**src/rtl/ber_ref_fifo.sv**
```systemverilog
// Reference-bit alignment FIFO: 1-bit wide, power-of-two depth, synchronous clear.
// A push while full is accepted only when a pop frees a slot in the same cycle.
module ber_ref_fifo #(
  parameter int DEPTH = 16
) (
  input  logic clk,
  input  logic rstn,
  input  logic clear,
  input  logic push,
  input  logic pop,
  input  logic din,
  output logic dout,
  output logic full,
  output logic empty
);

  localparam int AW = $clog2(DEPTH);

  logic [DEPTH-1:0] mem;
  logic [AW-1:0]    wr_ptr;
  logic [AW-1:0]    rd_ptr;
  logic [AW:0]      count;
  logic             do_push;
  logic             do_pop;

  assign full    = (count == (AW+1)'(DEPTH));
  assign empty   = (count == '0);
  assign do_pop  = pop & ~empty;
  assign do_push = push & (~full | do_pop);
  assign dout    = mem[rd_ptr];

  // NOTE: state registers use non-blocking assignment so every flop samples pre-edge values.
  always_ff @(posedge clk or negedge rstn) begin
    if (!rstn) begin
      wr_ptr <= '0;
      rd_ptr <= '0;
      count  <= '0;
    end else if (clear) begin
      wr_ptr <= '0;
      rd_ptr <= '0;
      count  <= '0;
    end else begin
      if (do_push) wr_ptr <= wr_ptr + AW'(1);
      if (do_pop)  rd_ptr <= rd_ptr + AW'(1);
      case ({do_push, do_pop})
        2'b10:   count <= count + (AW+1)'(1);
        2'b01:   count <= count - (AW+1)'(1);
        default: count <= count;
      endcase
    end
  end

  // NOTE: storage is not reset; count/pointers alone decide which entries are valid.
  always_ff @(posedge clk) begin
    if (do_push && !clear) mem[wr_ptr] <= din;
  end

endmodule

```
**config.mk**
```make
export PLATFORM = sky130hd
export DESIGN_NAME = ber_ref_fifo
export DESIGN_NICKNAME = d
export VERILOG_FILES = /design/src/rtl/ber_ref_fifo.sv
export SDC_FILE = /design/constraint.sdc
export NUM_CORES = 1
export LEC_CHECK = 0
export CORE_UTILIZATION = 55
export DETAILED_ROUTE_END_ITERATION = 8
export PLACE_DENSITY_LB_ADDON = 0.25
export SYNTH_ARGS = -nofsm -noshare
export SYNTH_HDL_FRONTEND = slang
export SYNTH_SLANG_ARGS = --single-unit
export TNS_END_PERCENT = 5
```
**constraint.sdc**
```tcl
create_clock -name clk -period 6.6 [get_ports clk]
set_clock_uncertainty 0.15 [all_clocks]
set_input_delay 0.99 -clock clk [delete_from_list [all_inputs] [get_ports clk]]
set_output_delay 0.99 -clock clk [all_outputs]
set_load 0.02 [all_outputs]
```
==> results.yml, run 1 <==
critical_path:
  crit_required_ns: 5.46
  critPathKind: "flop to output port"
  r2r_end: "count[4]"
  crit_cells: 3
  reg2reg_slack_ns: 3.96
  path_max_fanout: 7
  critical_path.cell_chain: "mux4_2, mux4_2, clkdlybuf4s50_1"
  path_buf_inv: 1
  startpoint_type: "flop"
  cp_common_cell: "mux4_2"
  worstSetupEndpoint: "dout"
  worst_path_max_delay_cell: "dfrtp_1"
  max_stage_delay_ns: 0.57
  cp.arrival_ns: 2.48
  r2r-start: "count[4]"
  rr_worst_depth: 8
  crit_family: "multiplexers"
  crit_path_end_kind: "output port"
  crit_start: "rd_ptr[0]"
synthesis:
  synth_top_area_share_pct: 28.1
  synthSimpleGateAreaFrac_pct: 16.2
  netlist_area_sq_mm: 0.00171
  seq_area_frac_synth_pct: 47.1
  synth_top_family_by_area: "simple AND/OR/NAND/NOR gates"
  synth_xor_area_share_pct: 4.10
  synth.area.mux_share_pct: 11.3
  yosysUniqueCellTypes: 39
  yosysWarningCount: 0
  synth_top_area_cell: "edfxtp_1"
  synth_nets: 165
  ys_ff_latch: 29
  synthTopCellsByArea: "edfxtp_1 (28%), dfrtp_1 (19%), mux4_2 (6.6%)"
  synthAdderAreaFrac_pct: 7.02
  syn_area_per_cell_sq_um: 11.4
  postSynthCellCount: 150
  synth_compound_area_share_pct: 9.51
route:
  num_vias: 1089
  wl_per_cell_um: 15.9
  dr_wl_met2_um: 1440
  via_per_inst: 5.82
  highest_layer: "met4"
  drt-met1-wl_um: 1380
  antenna_left: 0
  drt-total-wl_um: 2980
  drt_first_pass_iters: 6
  drtIter0Drc: 39
  met3WireLength_um: 106
  drc: 1
final_layout:
  multi_input_area_sq_um: 825
  antennaDiodeCount: 0
  nFillCells: 233
  drive_gt1_share_pct: 17.3
  final_nets: 170
  area_delta_synth_final_pct: 8.19
  final_cell_mix: "nor2_1 (30), edfxtp_1 (16), dfrtp_1 (13)"
  seq_area_sq_um: 806
  final_common_cell: "nor2_1"
floorplanning:
  die_area_sq_mm: 0.00334
  die_w_um: 57.8
  rows: 19
  core_area_sq_mm: 0.00285
  ioPinCount: 9
  initial_core_util_pct: 60.0
  die_h_um: 57.8
clock_tree:
  tritoncts: "built"
  cts_num_sinks: 29
  cts_max_path_buffers: 2
  clock_latency_ns: 0.32
  h-tree-depth: 2
  cts_hold_buf: 0
  cts_resized: 0
  clkTransAtPathRegs_ns: 0.09
  postCtsSetupRepairBufs: 0
  cts_buffers: 5
  clock-root-buffer: "clkbuf_4"
global_routing:
  grt_pass1_vias: 1062
  grt_pass1_wl_um: 5090
  grt_overflow: 0
  grt_max_degree: 19
  grt_usage_pct: 20.9
  grt_antenna_before_repair: 0
placement:
  dp_hpwl_um: 2120
  dpl_worst_slack_ns: 2.82
  gp_congestion: 0.765
  io_buffers: 8
timing:
  period_share_pct: 54.8
  fin_crit_ns: 3.62
  maxSlewViolCount: 0
  setup_tns_ns: 0
  fin_ws_ns: 2.98
  final-setup-viol-count: 0
  max_freq_mhz: 276
  rsz0062_at_grt: "false"
  slew_headroom_pct: 56.1
  hold_viol_final: 0
  tightest_slew_ns: 0.659
power_and_ir_drop:
  swShare_pct: 36.3
  pwr-share-clk_pct: 21.8
  power.internal_mw: 0.405
  p_switching_mw: 0.231
  p_per_area_mw_per_mm2: 344
  leakagePower_nw: 0.730
  p_comb_share_pct: 39.0
  p_seq_share_pct: 39.2
  max-vdd-ir-drop_v: 0.000220
run_status:
  violations: "DRC"
  status: "complete, but fails checks"
flow_run:
  cap_violations: 0
hold_path:
  min_from: "rd_ptr[3]"
  hold_path_class: "flop to flop"
synth_stat cells (all sizes together):
master,count
a211o,2
a21oi,4
a311oi,1
and3,3
buf,8
clkbuf,2
dfrtp,13
edfxtp,16
fa,1
ha,8
inv,7
mux2,3
mux2i,4
mux4,5
nand2,7
nand2b,6
nand3,1
nand4,1
nor2,30
nor3,4
nor4,1
nor4b,1
o211ai,4
o21ai,2
o21ba,1
o21bai,1
o22ai,1
o2bb2ai,1
or2,2
or3,1
or4,1
xnor2,1
xor2,7
through the flow:
stage          power (mW)  util, %  cell area [sq um]  std cells  hold WS (ns)
2_1_floorplan       0.453        -               1710        150         0.362
3_3_place_gp        0.490     62.2               1780        179         0.404
3_5_place_dp        0.500     62.2               1780        179         0.416
4_1_cts             0.640     64.9               1850        187         0.436
5_1_grt             0.677     64.9               1850        187         0.459
6_report            0.636     64.9               1850        187         0.426
how the worst min path moves through the flow:
stage / to / depth (start not counted)
2_1_floorplan: rd_ptr[3] / 2
3_3_place_gp: count[3] / 2
3_5_place_dp: rd_ptr[3] / 2
4_1_cts: rd_ptr[3] / 2
5_1_grt: rd_ptr[3] / 2
6_report: rd_ptr[3] / 2
layer usage:
| metal | up-vias | track usage [%] |
|---|---|---|
| li1 | 536 | - |
| met1 | 534 | 29.1 |
| met2 | 14 | 31.4 |
| met3 | 5 | 6.03 |
| met4 | 0 | 8.16 |
| met5 | - | 0 |
layout make-up:
type | instances | area share [%]
multi-input combinational | 104 | 44.6
clock inverter | 2 | 1.83
inverter | 7 | 1.42
clock buffer | 6 | 2.23
timing repair buffer | 8 | 4.33
tap | 31 | 2.10
sequential | 29 | 43.5
power groups by stage:
stage	clock network [mW]	logic, mW	registers, mW
after floorplan	0	0.221	0.231
after global placement	0	0.239	0.251
after detailed placement	0	0.246	0.254
after CTS	0.142	0.249	0.249
after global routing	0.152	0.271	0.254
final	0.139	0.248	0.249
sequential cells by signal, indices dropped and copies added, names as in the netlist:
register / flops
mem: 16
wr_ptr: 4
rd_ptr: 4
count: 5
cell families (layout without fill, tap and decap cells):
group,count (synthesis),count (layout)
buffers and inverters,17,23
multiplexers,12,12
AND/OR/NAND/NOR,58,58
AO/OA/AOI/OAI,17,17
flip-flops,29,29
XOR/XNOR,8,8
adder cells (fa/ha/maj),9,9
worst reg2reg max path: stages, from the launching register on:
cell and delay (ns):
dfrtp_1 0.63, inv_1 0.13, a21oi_1 0.37, inv_1 0.11, fa_1 0.40, nand2b_1 0.15
o2bb2ai_1 0.18, or3_1 0.38, nand4_1 0.10
No activity file was read; power rests on OpenSTA's default activity.
==> run 2, diff against run 1 <==
Clock period 6.6 ns to 3.75 ns, I/O delays scaled along.
==> results.yml, run 2 (synthesis results as in run 1) <==
run_status:
  status: "complete, but fails checks"
  violations: "DRC"
timing:
  max_freq_mhz: 313
  rsz0062_at_grt: "false"
  hold_viol_final: 0
  slew_headroom_pct: 57.4
  tightest_slew_ns: 0.639
  holdWs_ns: 0.431
  maxSlewViolCount: 0
  period_share_pct: 85.3
  fin_crit_ns: 3.20
  setup_tns_ns: 0
  final-setup-viol-count: 0
global_routing:
  grt_antenna_before_repair: 0
  grt_overflow: 0
  grt_usage_pct: 20.6
  grt_pass1_wl_um: 4970
  grt_max_degree: 19
  grt_pass1_vias: 1057
critical_path:
  path_max_fanout: 7
  r2r_end: "count[4]"
  reg2reg_slack_ns: 1.16
  startpoint_type: "flop"
  cp.arrival_ns: 2.48
  crit_required_ns: 3.04
  path_buf_inv: 1
  critPathKind: "flop to output port"
  crit_family: "multiplexers"
  rr_worst_depth: 8
  worst_path_max_delay_cell: "dfrtp_1"
  cp_common_cell: "mux4_2"
  crit_path_end_kind: "output port"
  critical_path.cell_chain: "mux4_2, mux4_2, clkdlybuf4s50_1"
  max_stage_delay_ns: 0.58
  r2r-start: "count[4]"
final_layout:
  final_cell_mix: "nor2_1 (30), edfxtp_1 (16), dfrtp_1 (13)"
  largest_reg_flops: 16
  antennaDiodeCount: 0
  final_nets: 172
  seq_area_sq_um: 806
  nFillCells: 226
  final_common_cell: "nor2_1"
  top_register: "mem"
  reg.largest.list: "mem x16, count x5"
  drive_gt1_share_pct: 18.4
  multi_input_area_sq_um: 825
  area_delta_synth_final_pct: 7.61
route:
  drt_first_pass_iters: 6
  drt-total-wl_um: 2960
  antenna_left: 0
  wl_per_cell_um: 15.7
  via_per_inst: 5.76
  drc: 1
  drtIter0Drc: 25
  num_vias: 1088
clock_tree:
  postCtsSetupRepairBufs: 0
  cts_resized: 0
  cts_buffers: 5
  cts_hold_buf: 0
  clock_latency_ns: 0.33
  tritoncts: "built"
  cts_max_path_buffers: 2
  cts_num_sinks: 29
  clkTransAtPathRegs_ns: 0.09
  clock-root-buffer: "clkbuf_4"
  h-tree-depth: 2
floorplanning:
  die_area_sq_mm: 0.00334
  ioPinCount: 9
  initial_core_util_pct: 60.0
  die_h_um: 57.8
  die_w_um: 57.8
  rows: 19
  core_area_sq_mm: 0.00285
power_and_ir_drop:
  power.internal_mw: 0.642
  swShare_pct: 38.7
  pwr-share-clk_pct: 16.6
  p_switching_mw: 0.406
  p_comb_share_pct: 41.5
  max-vdd-ir-drop_v: 0.000466
  p_seq_share_pct: 41.9
  leakagePower_nw: 0.730
  p_per_area_mw_per_mm2: 569
placement:
  io_buffers: 8
  gp_congestion: 0.786
  dp_hpwl_um: 2120
hold_path:
  hold_path_class: "flop to flop"
  holdPathStages: 1
  min_from: "count[2]"
  min_to: "count[2]"
flow_run:
  cap_violations: 0
==> run 2: changes by cell type in the layout (fill, tap and decap cells not counted), sizes merged <==
cell | before | now
clkinv | 1 | 3
bufinv | 1 | 0
clkbuf | 6 | 5
buf | 0 | 2
==> run 2: final cells by class <==
type	count	area share (%)
multi-input cells	104	44.8
repair buffers	10	5.17
flip-flops and latches	29	43.8
inverters	7	1.43
clock inverters	3	0.680
well taps	31	2.11
clock buffers	5	2.04
==> run 2: power by group through the flow <==
| stage | logic (mW) | registers [mW] | clock network, mW |
|---|---|---|---|
| global placement | 0.423 | 0.442 | 0 |
| global route | 0.481 | 0.449 | 0.187 |
| finish | 0.435 | 0.439 | 0.174 |
| detailed placement | 0.431 | 0.446 | 0 |
| floorplan | 0.390 | 0.407 | 0 |
| CTS | 0.437 | 0.439 | 0.180 |
==> run 2: per-layer routing <==
layer | wire [um] | vias up | GRT usage (%)
met3 | 89 | 8 | 4.02
met1 | 1370 | 523 | 27.8
met4 | 73 | 0 | 10.2
met5 | 0 | - | 0
met2 | 1430 | 18 | 32.1
li1 | - | 539 | -
==> run 2: how the worst max path moves through the flow <==
stage | cells past startpoint | startpoint | to
global route | 3 | count[1] | empty
detailed placement | 9 | pop | count[4]
global placement | 9 | pop | count[4]
floorplan | 9 | push | count[4]
finish | 3 | rd_ptr[0] | dout
CTS | 3 | rd_ptr[0] | dout
==> run 2: worst reg2reg max path, cell delays in order, from the launching register on <==
cell	delay (ns)
dfrtp_1	0.62
inv_1	0.12
a21oi_1	0.35
inv_1	0.11
fa_1	0.40
nand2b_1	0.16
o2bb2ai_1	0.17
or3_1	0.37
nand4_1	0.09
==> run 2: per-stage QoR <==
stage	total power [mW]	cells	setup slack, ns	area, sq um	util [%]
floorplan	0.797	150	1.20	1710	-
global placement	0.865	181	0.631	1790	62.8
detailed placement	0.877	181	0.510	1790	62.8
CTS	1.06	189	0.527	1840	64.5
global route	1.12	189	0.473	1840	64.5
finish	1.05	189	0.553	1840	64.5
==> run 3, diff against run 2 <==
Settings changed: GPL_ROUTABILITY_DRIVEN set to 1.
==> results of run 3 <==
Final layout, timing and power as in run 2 (identical DEF).
